$ cat config.mk
export PLATFORM = sky130hd
export DESIGN_NAME = dft_uart_rx_word
export DESIGN_NICKNAME = d
export VERILOG_FILES = /design/src/rtl/dft_uart_pkg.sv /design/src/rtl/dft_uart_rx_timer.sv /design/src/rtl/dft_uart_rx_word.sv
export SDC_FILE = /design/constraint.sdc
export NUM_CORES = 1
export LEC_CHECK = 0
export CAP_MARGIN = 0
export CORE_MARGIN = 2
export CORE_UTILIZATION = 50
export CTS_CLUSTER_DIAMETER = 200
export DETAILED_ROUTE_END_ITERATION = 8
export PLACE_DENSITY = 0.76
export SETUP_SLACK_MARGIN = 0.2
export SLEW_MARGIN = 15
export SYNTH_ARGS = -nofsm -noshare
export SYNTH_HDL_FRONTEND = slang
export SYNTH_HIERARCHICAL = 1
export SYNTH_SLANG_ARGS = --single-unit
$ cat constraint.sdc
create_clock -name clk -period 1.9 [get_ports clk]
set_clock_uncertainty 0.1 [all_clocks]
set_input_delay 0.38 -clock clk [delete_from_list [all_inputs] [get_ports clk]]
set_output_delay 0.38 -clock clk [all_outputs]
set_load 0.01 [all_outputs]
$ cat src/rtl/dft_uart_pkg.sv
// Shared definitions for the DFT UART word serialiser/deserialiser pair.
// State encoding, byte width and the default inter-byte timeout.
package dft_uart_pkg;

  localparam int unsigned BYTE_W = 8;

  // 0.5 s at 50 MHz
  localparam int unsigned TIMEOUT_CYCLES_DEF = 25_000_000;

  typedef enum logic [1:0] {
    StIdle,
    StAssemble,
    StCheck,
    StHold
  } uart_rx_state_e;

endpackage

$ cat src/rtl/dft_uart_rx_timer.sv
// Saturating inter-byte timeout counter; expired_o is high once the count
// reaches Limit-1 and stays there until cleared.
module dft_uart_rx_timer #(
  parameter int unsigned Limit = 16,
  parameter int unsigned Width = 4
) (
  input  logic clk_i,
  input  logic rst_ni,
  input  logic clr_i,
  input  logic en_i,
  output logic expired_o
);

  localparam logic [Width-1:0] Last = Width'(Limit - 1);

  logic [Width-1:0] cnt_q, cnt_d;

  assign expired_o = (cnt_q == Last);

  always_comb begin
    cnt_d = cnt_q;
    if (clr_i) begin
      cnt_d = '0;
    end else if (en_i && !expired_o) begin
      cnt_d = cnt_q + Width'(1);
    end
  end

  always_ff @(posedge clk_i or negedge rst_ni) begin
    if (!rst_ni) begin
      cnt_q <= '0;
    end else begin
      cnt_q <= cnt_d;
    end
  end

endmodule

$ cat src/rtl/dft_uart_rx_word.sv
// Reassembles UART bytes MSB-first into BIT_WIDTH-bit words on a valid/ready port.
// Optional trailing XOR checksum byte when DFT_UART_RX_CSUM_EN is defined.
module dft_uart_rx_word
  import dft_uart_pkg::*;
#(
  parameter int unsigned BIT_WIDTH      = 32,
  parameter int unsigned TIMEOUT_CYCLES = TIMEOUT_CYCLES_DEF
) (
  input  logic                 clk,
  input  logic                 rst,
  input  logic [BYTE_W-1:0]    rx_dat,
  input  logic                 rx_valid,
  output logic [BIT_WIDTH-1:0] word_o,
  output logic                 word_valid,
  input  logic                 word_ready,
  output logic                 err_overrun,
  output logic                 err_timeout,
  output logic                 err_csum
);

  localparam int unsigned BYTES     = BIT_WIDTH / BYTE_W;
  localparam int unsigned TMR_WIDTH = (TIMEOUT_CYCLES > 1) ? $clog2(TIMEOUT_CYCLES) : 1;
  localparam int unsigned CntW      = $clog2(BYTES + 1);
  localparam logic [CntW-1:0] LastCnt = CntW'(BYTES - 1);

  // Without the checksum the newest byte comes straight from rx_dat, so only
  // the older BYTES-1 bytes need storing.
`ifdef DFT_UART_RX_CSUM_EN
  localparam int unsigned ShregW = BIT_WIDTH;
`else
  localparam int unsigned ShregW = BIT_WIDTH - BYTE_W;
`endif

  uart_rx_state_e       state_q, state_d;
  logic [ShregW-1:0]    shreg_q, shreg_d;
  logic [CntW-1:0]      cnt_q, cnt_d;
  logic [BIT_WIDTH-1:0] word_q, word_d;
  logic                 word_valid_q, word_valid_d;
  logic                 err_overrun_q, err_overrun_d;
  logic                 err_timeout_q, err_timeout_d;
  logic [BIT_WIDTH-1:0] shifted;
  logic                 take;
  logic                 in_window;
  logic                 tmr_expired;

`ifdef DFT_UART_RX_CSUM_EN
  logic [BYTE_W-1:0]    csum_q, csum_d;
  logic                 err_csum_q, err_csum_d;

  assign shifted  = {shreg_q[BIT_WIDTH-BYTE_W-1:0], rx_dat};
  assign err_csum = err_csum_q;
`else
  assign shifted  = {shreg_q, rx_dat};
  assign err_csum = 1'b0;
`endif

  assign in_window = (state_q == StAssemble) || (state_q == StCheck);

  dft_uart_rx_timer #(
    .Limit (TIMEOUT_CYCLES),
    .Width (TMR_WIDTH)
  ) u_timer (
    .clk_i     (clk),
    .rst_ni    (rst),
    .clr_i     (rx_valid || !in_window),
    .en_i      (in_window),
    .expired_o (tmr_expired)
  );

  always_comb begin
    state_d       = state_q;
    shreg_d       = shreg_q;
    cnt_d         = cnt_q;
    word_d        = word_q;
    word_valid_d  = word_valid_q;
    err_overrun_d = 1'b0;
    err_timeout_d = 1'b0;
    take          = 1'b0;
`ifdef DFT_UART_RX_CSUM_EN
    csum_d        = csum_q;
    err_csum_d    = 1'b0;
`endif

    unique case (state_q)
      StIdle: take = rx_valid;
      StAssemble, StCheck: begin
        // A byte on the expiry cycle wins over the timeout.
        if (rx_valid) begin
          take = 1'b1;
        end else if (tmr_expired) begin
          err_timeout_d = 1'b1;
          cnt_d         = '0;
          state_d       = StIdle;
        end
      end
      StHold: begin
        if (word_ready) begin
          word_valid_d = 1'b0;
          state_d      = StIdle;
          take         = rx_valid;
        end else if (rx_valid) begin
          err_overrun_d = 1'b1;
        end
      end
      default: state_d = StIdle;
    endcase

    if (take) begin
`ifdef DFT_UART_RX_CSUM_EN
      if (state_q == StCheck) begin
        cnt_d = '0;
        if (rx_dat == csum_q) begin
          word_d       = shreg_q;
          word_valid_d = 1'b1;
          state_d      = StHold;
        end else begin
          err_csum_d = 1'b1;
          state_d    = StIdle;
        end
      end else
`endif
      begin
        shreg_d = shifted[ShregW-1:0];
`ifdef DFT_UART_RX_CSUM_EN
        csum_d  = (cnt_q == '0) ? rx_dat : (csum_q ^ rx_dat);
`endif
        if (cnt_q == LastCnt) begin
          cnt_d = '0;
`ifdef DFT_UART_RX_CSUM_EN
          state_d = StCheck;
`else
          word_d       = shifted;
          word_valid_d = 1'b1;
          state_d      = StHold;
`endif
        end else begin
          cnt_d   = cnt_q + CntW'(1);
          state_d = StAssemble;
        end
      end
    end
  end

  always_ff @(posedge clk or negedge rst) begin
    if (!rst) begin
      state_q       <= StIdle;
      shreg_q       <= '0;
      cnt_q         <= '0;
      word_q        <= '0;
      word_valid_q  <= 1'b0;
      err_overrun_q <= 1'b0;
      err_timeout_q <= 1'b0;
`ifdef DFT_UART_RX_CSUM_EN
      csum_q        <= '0;
      err_csum_q    <= 1'b0;
`endif
    end else begin
      state_q       <= state_d;
      shreg_q       <= shreg_d;
      cnt_q         <= cnt_d;
      word_q        <= word_d;
      word_valid_q  <= word_valid_d;
      err_overrun_q <= err_overrun_d;
      err_timeout_q <= err_timeout_d;
`ifdef DFT_UART_RX_CSUM_EN
      csum_q        <= csum_d;
      err_csum_q    <= err_csum_d;
`endif
    end
  end

  assign word_o      = word_q;
  assign word_valid  = word_valid_q;
  assign err_overrun = err_overrun_q;
  assign err_timeout = err_timeout_q;

endmodule

# ---- After elaboration in Yosys (flattened, before gate mapping)
# Cells that the tools add are included.
dict set report word_totals {
  regBits 89
  input_bits 12
  word_cells 58
}
dict set report classes {
  addsub 2
  eq_ne 9
  muxes 25
  n_reduce_logical 14
}
# op n
set op_table {}
lappend op_table {{2-to-1 mux 25 bit} 2}
lappend op_table {{adder 25 x 1 -> 25 bit, second input constant} 1}
lappend op_table {{equality test 25 bit, second input constant} 1}
lappend op_table {{2-to-1 mux 3 bit} 5}
lappend op_table {{2-to-1 mux 1 bit} 11}
lappend op_table {{2-to-1 mux 2 bit} 5}
lappend op_table {{inequality test 3 bit, second input constant} 2}
lappend op_table {{nonzero test 2 bit} 3}
lappend op_table {{equality test 2 bit, second input constant} 2}
lappend op_table {{one-hot mux 2 bit (2 select lines)} 1}
lappend op_table {{AND reduction 4 bit} 1}
lappend op_table {{adder 3 x 1 -> 3 bit, second input constant} 1}
lappend op_table {{equality test 3 x 2 -> 1 bit, second input constant} 1}
lappend op_table {{inequality test 3 x 2 -> 1 bit, second input constant} 1}
lappend op_table {{one-hot mux 1 bit (3 select lines)} 1}
lappend op_table {{AND reduction 3 bit} 1}
lappend op_table {{nonzero test 3 bit} 1}
lappend op_table {{equality test 2 x 1 -> 1 bit, second input constant} 1}
lappend op_table {{zero test 1 bit} 2}
lappend op_table {{zero test 2 bit} 1}
lappend op_table {{logical OR 1 bit} 2}
lappend op_table {{inequality test 2 x 1 -> 1 bit, second input constant} 1}
lappend op_table {{AND reduction 2 bit} 1}
lappend op_table {{OR reduction 2 bit} 1}
lappend op_table {{logical AND 1 bit} 1}

# ---- Longest topological paths before layout
# Gate-level depths: netlist of the first run.
dict set report logic_depth {
  depth_word 5
  ltp_mapped 7
  ltp_nobuf 7
}

# ---- Cells and area by module
# The synthesis of the first run kept the hierarchy.
# mod instances cells_each area_each_um2 seq_area_each_um2
set modules_own_cells {}
lappend modules_own_cells {dft_uart_rx_word 1 155 2532.4 1601.5}
lappend modules_own_cells {dft_uart_rx_timer 1 147 1365.1 625.6}

# ---- Worst setup path before layout of the first run
# No wires, ideal clock.
dict set report synth_timing {
  path_kind {register to register}
  start {register u_timer.cnt_q[0]}
  end {register, netlist name cnt_q[0]}
  setup_time_ps 121
  arrival_ps 1704
  t_required_ps 1679
  slack_ps -24
  stages_incl_launch_ff 8
  period_less_slack_ps 1924
  cell_sequence {dfrtp_1 > ha_1 > and4b_1 > nand4_2 > nor2_1 > and3b_1 > a21oi_1 > a22o_1}
}
# element line_no
set synth_lines {}
lappend synth_lines {{start: declaration} dft_uart_rx_timer.sv:16} ;# logic [Width-1:0] cnt_q, cnt_d;
lappend synth_lines {{start signal: assignment} dft_uart_rx_timer.sv:33} ;# cnt_q <= cnt_d;

# ---- Final worst setup path of the first run
dict set report layout_timing {
  start {register state_q[0]}
  end {register u_timer.cnt_q[20]}
}
dict set report layout_via {
  elab_chain_cells 5
  elab_cells_between_ends 8
  cone_classes {2 x eq/ne; 1 x mux; 5 x reduce/logical}
}
# element line_no
set layout_lines {}
lappend layout_lines {{start: declaration} dft_uart_rx_word.sv:34} ;# uart_rx_state_e state_q, state_d;
lappend layout_lines {{start signal: assignment} dft_uart_rx_word.sv:146} ;# state_q <= StIdle;
lappend layout_lines {{start signal: assignment} dft_uart_rx_word.sv:158} ;# state_q <= state_d;
lappend layout_lines {{equality test 2 x 1 -> 1 bit or equality test 2 bit (tied branches)} dft_uart_rx_word.sv:57} ;# assign in_window = (state_q == StAssemble) || (state_q == StCheck);
lappend layout_lines {{logical OR 1 bit *} dft_uart_rx_word.sv:57}
lappend layout_lines {{via in_window} dft_uart_rx_word.sv:43} ;# logic in_window;
lappend layout_lines {{zero test 1 bit} dft_uart_rx_word.sv:65} ;# .clr_i (rx_valid || !in_window),
lappend layout_lines {{logical OR 1 bit} dft_uart_rx_word.sv:65}
lappend layout_lines {{2-to-1 mux 25 bit or nonzero test 2 bit (tied branches)} --}
# The timed path passes the listed nets; every way through them passes the cells marked *.
# A chain may end at the register's enable or synchronous reset.

==> results of run 1 <==
## per-stage QoR
stage / setup TNS [ns] / instances / util (%) / hold WS (ns)
2_1_floorplan: 0 / 302 / - / -0.0156
3_3_place_gp: -0.0669 / 477 / 62.5 / 0.250
3_5_place_dp: -0.418 / 477 / 62.5 / 0.256
4_1_cts: 0 / 504 / 66.5 / 0.387
5_1_grt: -1.03 / 516 / 70.4 / 0.427
6_report: -0.247 / 516 / 70.4 / 0.399
## flip-flops by register name, summed over array words and instances, names as in the netlist
register       flops
word_o            32
state_q            2
word_valid         1
err_timeout        1
u_timer/cnt_q     25
shreg_q           24
err_overrun        1
cnt_q              3
## kinds of logic (layout without fill, tap and decap cells)
family / Yosys count / in the layout / share of synthesized area [%]
AOI/OAI and AO/OA: 22 / 23 / 3.69
xor gates and xnor gates: 14 / 14 / 3.15
adders and majority gates: 3 / 3 / 0.963
buffers and inverters: 12 / 123 / 2.47
DFF: 89 / 89 / 57.1
muxes: 60 / 60 / 17.9
other: 1 / 1 / 0.0962
and+or+nand+nor: 101 / 101 / 14.5
## power by group
part	leakage, nW	total (mW)	internal, mW	switching (mW)
registers	1.11	2.86	2.51	0.348
clock network	0.0946	1.25	0.506	0.745
logic	1.22	2.71	1.57	1.14
## worst max path at each step
stage,from,endpoint,slack (ns),cells past startpoint
3_5_place_dp,word_ready,shreg_q[2]$_DFFE_PN0P_,-0.05,4
3_3_place_gp,word_ready,shreg_q[2]$_DFFE_PN0P_,-0.01,4
4_1_cts,u_timer/cnt_q[1]$_DFFE_PN0P_,cnt_q[0]$_DFFE_PN0P_,0.03,7
6_report,state_q[0]$_DFFE_PN0P_,u_timer/cnt_q[20]$_DFFE_PN0P_,-0.10,5
2_1_floorplan,state_q[1]$_DFFE_PN0P_,u_timer/cnt_q[20]$_DFFE_PN0P_,0.11,5
5_1_grt,state_q[1]$_DFFE_PN0P_,u_timer/cnt_q[20]$_DFFE_PN0P_,-0.16,5
## area by class of cell
cell class | count | area (µm²)
Fill cell | 522 | 2260
Sequential cell | 89 | 2230
Multi-Input combinational cell | 202 | 1850
Timing Repair Buffer | 105 | 986
Clock buffer | 10 | 128
Tap cell | 102 | 128
Clock inverter | 6 | 60.1
Inverter | 2 | 7.51
## per-layer routing
metal  track usage [%]  wire length, µm
met5                 0                0
met2              34.9             4650
met1              26.7             3660
met4              8.21              158
met3              3.50              382
## cells in the final DEF (no fill, tap or decap), drive strengths merged, types with 2 or more instances in the layout
| master | instances |
|---|---|
| and2 | 3 |
| a22o | 2 |
| nor2b | 8 |
| dlygate4sd2 | 35 |
| xnor2 | 3 |
| xor2 | 11 |
| mux2 | 58 |
| nand2b | 2 |
| clkdlybuf4s50 | 10 |
| mux2i | 2 |
| clkinv | 3 |
| nor2 | 25 |
| o31ai | 3 |
| buf | 59 |
| or4 | 6 |
| nor3 | 3 |
| nand4 | 7 |
| nor4 | 3 |
| or3 | 2 |
| dfrtp | 89 |
| and3 | 4 |
| clkbuf | 10 |
| o211ai | 2 |
| o21ai | 9 |
| nand2 | 20 |
| and4 | 3 |
| inv | 5 |
| a21oi | 6 |
| ha | 3 |
| nand3 | 12 |
## what timing repair did
item / 4_1_cts / 5_1_grt
gates cloned: 1 / 0
hold buffers: 1 / 0
pin swaps: 11 / 27
endpoints found under the hold margin: 31 / 0
setup endpoints to repair: 59 / 42
buffers inserted: 9 / 12
gates resized for setup: 50 / 52
## critical path: cells and delay by family, from the launching register on
kind                       cells  cell delay (ns)
AOI/OAI and AO/OA              1             0.12
adders and majority gates      1             0.33
DFF                            1             0.42
and+or+nand+nor                3             0.97
==> out/qor.yml, run 1 <==
worst_setup_path:
  crit_chain: "ha_4 -> and3_4 -> nand4_1 -> or4_4 -> a21oi_2"
  cp-end-kind: "register"
  reg2reg_depth: 5
  rr_startpoint: "state_q[0]$_DFFE_PN0P_"
  critPathLaunchType: "register"
  cp_max_fo: 7
  reg2reg_slack_ns: -0.10
  worstSetupPathType: "register to register"
  worstPathRequired_ns: 2.09
  r2r-end: "u_timer/cnt_q[20]$_DFFE_PN0P_"
  cpPeakStageDelay_ns: 0.54
  cp_slowest_cell: "or4_4"
  crit_arrival_ns: 2.20
synth:
  ys_top_cells_by_area: "dfrtp_1, mux2_2, mux2_4"
  synth.largest_area_cell: "dfrtp_1"
  synth_fp_nets: 317
  synth_area_per_cell_um2: 12.9
  syn_area_um2: 3900
  synth_cell_types: 46
  async_reset_ff_share_pct: 100
  synth-seq-cells: 89
  synth_edf_count: 0
  synth_top_cell_area_share_pct: 57.1
  synth-warning-count: 6
  synth_commonest_cells: "dfrtp_1, mux2_2, nor2_1"
  synthFlopType: "dfrtp_1"
  synth_most_common_cell: "dfrtp_1"
  seq_area_frac_synth_pct: 57.1
  syn-instance-count: 302
cells_and_area:
  drive_gt1_share_pct: 44.2
  stdcell_area_um2: 5380
  antennaDiodeCount: 0
  syn2layout_area_growth_pct: 38.1
  layout.nets: 424
global_routing:
  first_global_vias: 2918
  grt_start_max_net_pins: 34
  grt-ovfl-total: 0
  grt.total_usage_pct: 20.7
  grt_pass1_wl_um: 13900
  grt_antenna_before_repair: 0
routing:
  dr.first_iter.drc_count: 130
  via_count: 2831
  routed_wl_um: 8850
  wl_per_cell_um: 17.1
  drc: 0
  ant_nets: 0
  first_pass_iters: 4
  vias_per_cell: 5.49
floorplanning:
  dieWidth_um: 92.3
  die_area_um2: 8520
  die_y_um: 92.3
  initial_core_util_pct: 51.0
  core_area_um2: 7650
  row_count: 32
  io_pins: 48
place:
  io_buffers: 46
  routabilityCongestion: 0.869
  dp_hpwl_um: 5370
  place_area_um2: 4780
  dp_slack_ns: -0.0514
clocking:
  clock-sinks: 89
  cts_buffer_depth: 2
  cts_tree: "done"
  path_clk_slew_ns: 0.10
  clock_latency_ns: 0.36
  cts-root-buf: "clkbuf_8"
  cts_htree_levels: 3
  cts_buffers: 9
worst_hold_path:
  hold_path.class: "input pin to async pin"
timing:
  fmax_mhz: 500
  finalCritPeriodShare_pct: 105
  fin_crit_ns: 2.00
  setup_viol: 6
  rsz0062_at_grt: "yes"
  setup_slack_ns: -0.101
  maxSlewViolCount: 0
  finalHoldViolations: 0
outcome:
  status: "complete, but fails checks"
  violations: "negative setup slack"
power_and_ir_drop:
  ir_drop_v: 0.000793
  cellLeakagePower_nw: 2.42
  powerDensity_nw_per_um2: 1270
  design_power_total_mw: 6.82
run:
  maxCapViolations: 0
No activity file was read; power rests on OpenSTA's default activity.
==> run 2, diff against run 1 <==
CORE_ASPECT_RATIO = 0.8   (was not set)
GPL_ROUTABILITY_DRIVEN = 0   (was not set)
GPL_TIMING_DRIVEN = 1   (was not set)
==> run 2 against run 1 <==
The run still ends with negative setup slack left. Setup slack better by 0.081 ns. Fmax is 4.2% higher. Wire length is 0.41% lower. Sequential power hardly changed.
==> out/qor.yml, run 2 (same netlist as run 1, synthesis figures left out) <==
outcome:
  status: "complete, but fails checks"
  violations: "negative setup slack"
clocking:
  clock_latency_ns: 0.37
  cts_htree_levels: 3
  cts_tree: "done"
  cts_buffers: 9
  cts_buffer_depth: 2
  path_clk_slew_ns: 0.09
  cts-root-buf: "clkbuf_8"
  clock-sinks: 89
cells_and_area:
  syn2layout_area_growth_pct: 33.4
  layout.nets: 414
  antennaDiodeCount: 0
  final_util_pct: 69.7
  final_cell_mix: "dfrtp_1, mux2_2, buf_4"
  drive_gt1_share_pct: 38.9
  fill_cells: 490
  largest_register_ffs: 32
  final_common_cell: "dfrtp_1"
timing:
  finalCritPeriodShare_pct: 101
  rsz0062_at_grt: "yes"
  maxSlewViolCount: 0
  fin_crit_ns: 1.92
  fmax_mhz: 521
  setup_slack_ns: -0.0199
  setup_viol: 3
  finalHoldViolations: 0
worst_hold_path:
  hold_depth: 2
  hold_path_end: "word_valid$_DFF_PN0_"
  min_from: "word_valid$_DFF_PN0_"
  hold_path.class: "register to register"
worst_setup_path:
  reg2reg_slack_ns: -0.02
  r2r-end: "u_timer/cnt_q[20]$_DFFE_PN0P_"
  rr_startpoint: "state_q[0]$_DFFE_PN0P_"
  cp_max_fo: 5
  crit_arrival_ns: 2.12
  cp-end-kind: "register"
  worstPathRequired_ns: 2.10
  worstSetupPathType: "register to register"
  reg2reg_depth: 5
  critPathLaunchType: "register"
floorplanning:
  die_y_um: 83.0
  io_pins: 48
  dieWidth_um: 103
  initial_core_util_pct: 52.2
  core_area_um2: 7460
  die_area_um2: 8520
  row_count: 28
power_and_ir_drop:
  clock_power_share_pct: 20.3
  p_sw_mw: 2.10
  p_int_mw: 4.58
  seq_power_share_pct: 42.8
  cellLeakagePower_nw: 2.35
  ir_drop_v: 0.000703
  design_power_total_mw: 6.67
  comb_power_share_pct: 36.9
  netSwitchingFraction_pct: 31.4
  powerDensity_nw_per_um2: 1280
global_routing:
  grt_start_max_net_pins: 35
  grt_antenna_before_repair: 0
  grt_pass1_wl_um: 14400
  grt-ovfl-total: 0
  grt.total_usage_pct: 21.8
  first_global_vias: 2855
routing:
  via_count: 2783
  dr.first_iter.drc_count: 196
  vias_per_cell: 5.47
  wl_per_cell_um: 17.3
  routed_wl_um: 8810
  first_pass_iters: 4
  ant_nets: 0
  drc: 0
place:
  io_buffers: 46
  dp_hpwl_um: 5650
run:
  maxCapViolations: 0
run 2: area by class of cell:
cell class	count	area, µm²	area share (%)
Sequential cell	89	2230	42.8
Multi-Input combinational cell	201	1750	33.6
Timing Repair Buffer	96	877	16.9
Clock buffer	10	138	2.65
Tap cell	105	131	2.53
Clock inverter	6	72.6	1.40
Inverter	2	7.51	0.144
run 2: timing repair:
action / 4_1_cts / 5_1_grt
hold buffers: 1 / 0
cloned: 0 / 1
buffers inserted: 7 / 2
hold endpoints to repair: 25 / 0
gates resized for setup: 50 / 18
endpoints found under the setup margin: 59 / 38
pin swaps: 10 / 13
run 2: how the worst max path moves through the flow:
stage	from	end	slack, ns	cells after the start
after floorplan	state_q[1]$_DFFE_PN0P_	u_timer/cnt_q[20]$_DFFE_PN0P_	0.11	5
after global placement	word_ready	shreg_q[2]$_DFFE_PN0P_	-0.008	4
after detailed placement	word_ready	shreg_q[2]$_DFFE_PN0P_	-0.02	4
after CTS	u_timer/cnt_q[23]$_DFFE_PN0P_	cnt_q[0]$_DFFE_PN0P_	0.02	6
after global routing	u_timer/cnt_q[10]$_DFFE_PN0P_	u_timer/cnt_q[20]$_DFFE_PN0P_	-0.07	6
final	state_q[0]$_DFFE_PN0P_	u_timer/cnt_q[20]$_DFFE_PN0P_	-0.02	5
run 2: power by group through the flow:
stage	sequential (mW)	combinational [mW]	clock, mW
CTS	2.86	2.35	1.38
floorplan	3.01	1.15	0
finish	2.86	2.46	1.35
global placement	2.87	2.42	0
global route	2.95	2.64	1.46
detailed placement	2.91	2.49	0
run 2: critical path: stages, from the launching register on:
cell     delay, ns
dfrtp_1       0.43
ha_4          0.33
and3_4        0.21
nand4_1       0.19
or4_1         0.44
a21oi_1       0.15
run 2: through the flow:
stage | instance area [µm²] | setup slack (ns) | hold slack [ns] | std cells | TNS, ns
floorplan | 3960 | 0.106 | -0.0156 | 302 | 0
global placement | 4790 | -0.00809 | 0.230 | 482 | -0.0376
detailed placement | 4790 | -0.0236 | 0.230 | 482 | -0.0746
CTS | 5080 | 0.0223 | 0.378 | 506 | 0
global route | 5200 | -0.0708 | 0.410 | 509 | -0.480
finish | 5200 | -0.0199 | 0.382 | 509 | -0.0356
run 2: routing by layer:
layer | GRT usage (%) | share of wire (%) | vias to the layer above
met5 | 0 | 0 | -
met4 | 8.36 | 1.4 | 0
met3 | 4.88 | 6.7 | 12
met2 | 33.6 | 48 | 116
met1 | 30.1 | 44 | 1395
li1 | - | - | 1260
==> run 3, diff against run 2 <==
SKIP_LAST_GASP = 1   (was not set)
==> run 3 against run 2 <==
The flow still finishes with violations (negative setup slack). Critical endpoint is now u_timer/cnt_q[6]$_DFFE_PN0P_. Global-route usage unchanged. Final cell count unchanged. Power about the same. Highest routed layer unchanged. Die area unchanged. Design area about the same. Critical path type unchanged. Wire length decreased by 0.39%. Clock power about the same.
==> out/qor.yml, run 3 (same netlist as run 1, synthesis figures left out) <==
global_routing:
  grt.total_usage_pct: 21.8
  grt_antenna_before_repair: 0
  first_global_vias: 2855
  grt_start_max_net_pins: 35
  grt-ovfl-total: 0
  grt_pass1_wl_um: 14400
timing:
  rsz0062_at_grt: "yes"
  finalCritPeriodShare_pct: 101
  fmax_mhz: 524
  maxSlewViolCount: 0
  setup_viol: 4
  finalSetupTns_ns: -0.0218
  holdWs_ns: 0.382
  finalHoldViolations: 0
  fin_crit_ns: 1.91
  setup_slack_ns: -0.00997
clocking:
  clock_latency_ns: 0.37
  cts_buffers: 9
  cts-root-buf: "clkbuf_8"
  cts_tree: "done"
  clock-sinks: 89
  cts_buffer_depth: 2
  path_clk_slew_ns: 0.09
  cts_htree_levels: 3
floorplanning:
  io_pins: 48
  die_y_um: 83.0
  core_area_um2: 7460
  die_area_um2: 8520
  dieWidth_um: 103
  row_count: 28
  initial_core_util_pct: 52.2
worst_setup_path:
  cp_num_buf_inv: 2
  critPathLaunchType: "register"
  cp_max_fo: 3
  cp-end-kind: "register"
  reg2reg_slack_ns: -0.01
  crit_arrival_ns: 2.06
  worstSetupPathType: "register to register"
  cp.depth: 8
  critPathLaunch: "u_timer/cnt_q[0]$_DFFE_PN0P_"
  crit_chain: "ha_2 -> and4b_1 -> nand4_4 -> buf_4 -> buf_6 -> o211ai_1 -> xor2_1 -> nor2_1"
  reg2reg_depth: 8
  cpLargestDelayFamily: "simple AND/OR/NAND/NOR gates"
  cp_slowest_cell: "dfrtp_1"
  cpPeakStageDelay_ns: 0.37
  cp-endpoint: "u_timer/cnt_q[6]$_DFFE_PN0P_"
  worstPathRequired_ns: 2.05
  rr_startpoint: "u_timer/cnt_q[0]$_DFFE_PN0P_"
  r2r-end: "u_timer/cnt_q[6]$_DFFE_PN0P_"
power_and_ir_drop:
  ir_drop_v: 0.000703
  powerDensity_nw_per_um2: 1280
  cellLeakagePower_nw: 2.35
  design_power_total_mw: 6.67
cells_and_area:
  syn2layout_area_growth_pct: 33.3
  antennaDiodeCount: 0
  final_util_pct: 69.6
  fill_cells: 490
  layout.nets: 414
  largest_register_ffs: 32
  regArea_um2: 2230
  final_common_cell: "dfrtp_1"
  final_cell_mix: "dfrtp_1, mux2_2, buf_4"
  multi_input_area_um2: 1740
  drive_gt1_share_pct: 38.6
routing:
  first_pass_iters: 4
  dr.first_iter.drc_count: 188
  wl_per_cell_um: 17.2
  via_count: 2767
  vias_per_cell: 5.44
  drc: 0
  ant_nets: 0
  routed_wl_um: 8780
place:
  dp_slack_ns: -0.0236
  io_buffers: 46
  dp_hpwl_um: 5650
worst_hold_path:
  hold_path.class: "register to register"
outcome:
  violations: "negative setup slack"
  status: "complete, but fails checks"
run:
  maxCapViolations: 0
==> run 3: changes by cell type in the layout (fill, tap and decap cells not counted) <==
cell	before	now
or4_4	2	1
or4_1	4	5
==> run 3: how the worst min path moves through the flow <==
stage | slack [ns] | cells after the start | to | from
final | 0.38 | 2 | word_valid$_DFF_PN0_ | word_valid$_DFF_PN0_
after global routing | 0.41 | 2 | shreg_q[20]$_DFFE_PN0P_ | rst
after CTS | 0.38 | 2 | word_o[20]$_DFFE_PN0P_ | rst
after detailed placement | 0.23 | 1 | word_o[3]$_DFFE_PN0P_ | rst
after global placement | 0.23 | 1 | word_o[3]$_DFFE_PN0P_ | rst
after floorplan | -0.02 | 0 | cnt_q[0]$_DFFE_PN0P_ | rst
==> run 3: layout make-up <==
class	instances	area share [%]
multi-input cells	201	33.5
inverters	2	0.144
repair buffers	96	16.9
well taps	105	2.53
clock buffers	10	2.65
clock inverters	6	1.40
flip-flops and latches	89	42.9
==> run 3: what timing repair did <==
action                     in CTS  in global routing
setup buffers                   7                  2
setup endpoints to repair      59                 38
cloned                          0                  1
pin swaps                      10                 13
hold buffers                    1                  0
hold endpoints to repair       25                  0
gates resized for setup        50                 17
==> run 3: tightest hold or removal path: cells and delay by family, from the launching register on <==
kind / cells / cell delay (ns)
DFF: 1 / 0.35
and+or+nand+nor: 2 / 0.10
==> run 3: stage by stage <==
| step | instances | area [µm²] |
|---|---|---|
| floorplan | 302 | 3960 |
| global placement | 482 | 4790 |
| detailed placement | 482 | 4790 |
| CTS | 506 | 5080 |
| global route | 509 | 5200 |
| finish | 509 | 5200 |
==> run 3: power by group <==
group,switching (mW),internal [mW],leakage [nW]
Sequential,0.346,2.51,1.11
Combinational,1.05,1.41,1.14
Clock,0.694,0.657,0.103
Total,2.09,4.58,2.35
==> run 3: per-layer routing <==
metal | part of all wire (%) | vias to the layer above | GRT usage, %
met2 | 48 | 108 | 33.6
met4 | 1.5 | 0 | 8.36
li1 | - | 1260 | -
met1 | 44 | 1385 | 30.1
met3 | 6.3 | 14 | 4.88
met5 | 0 | - | 0
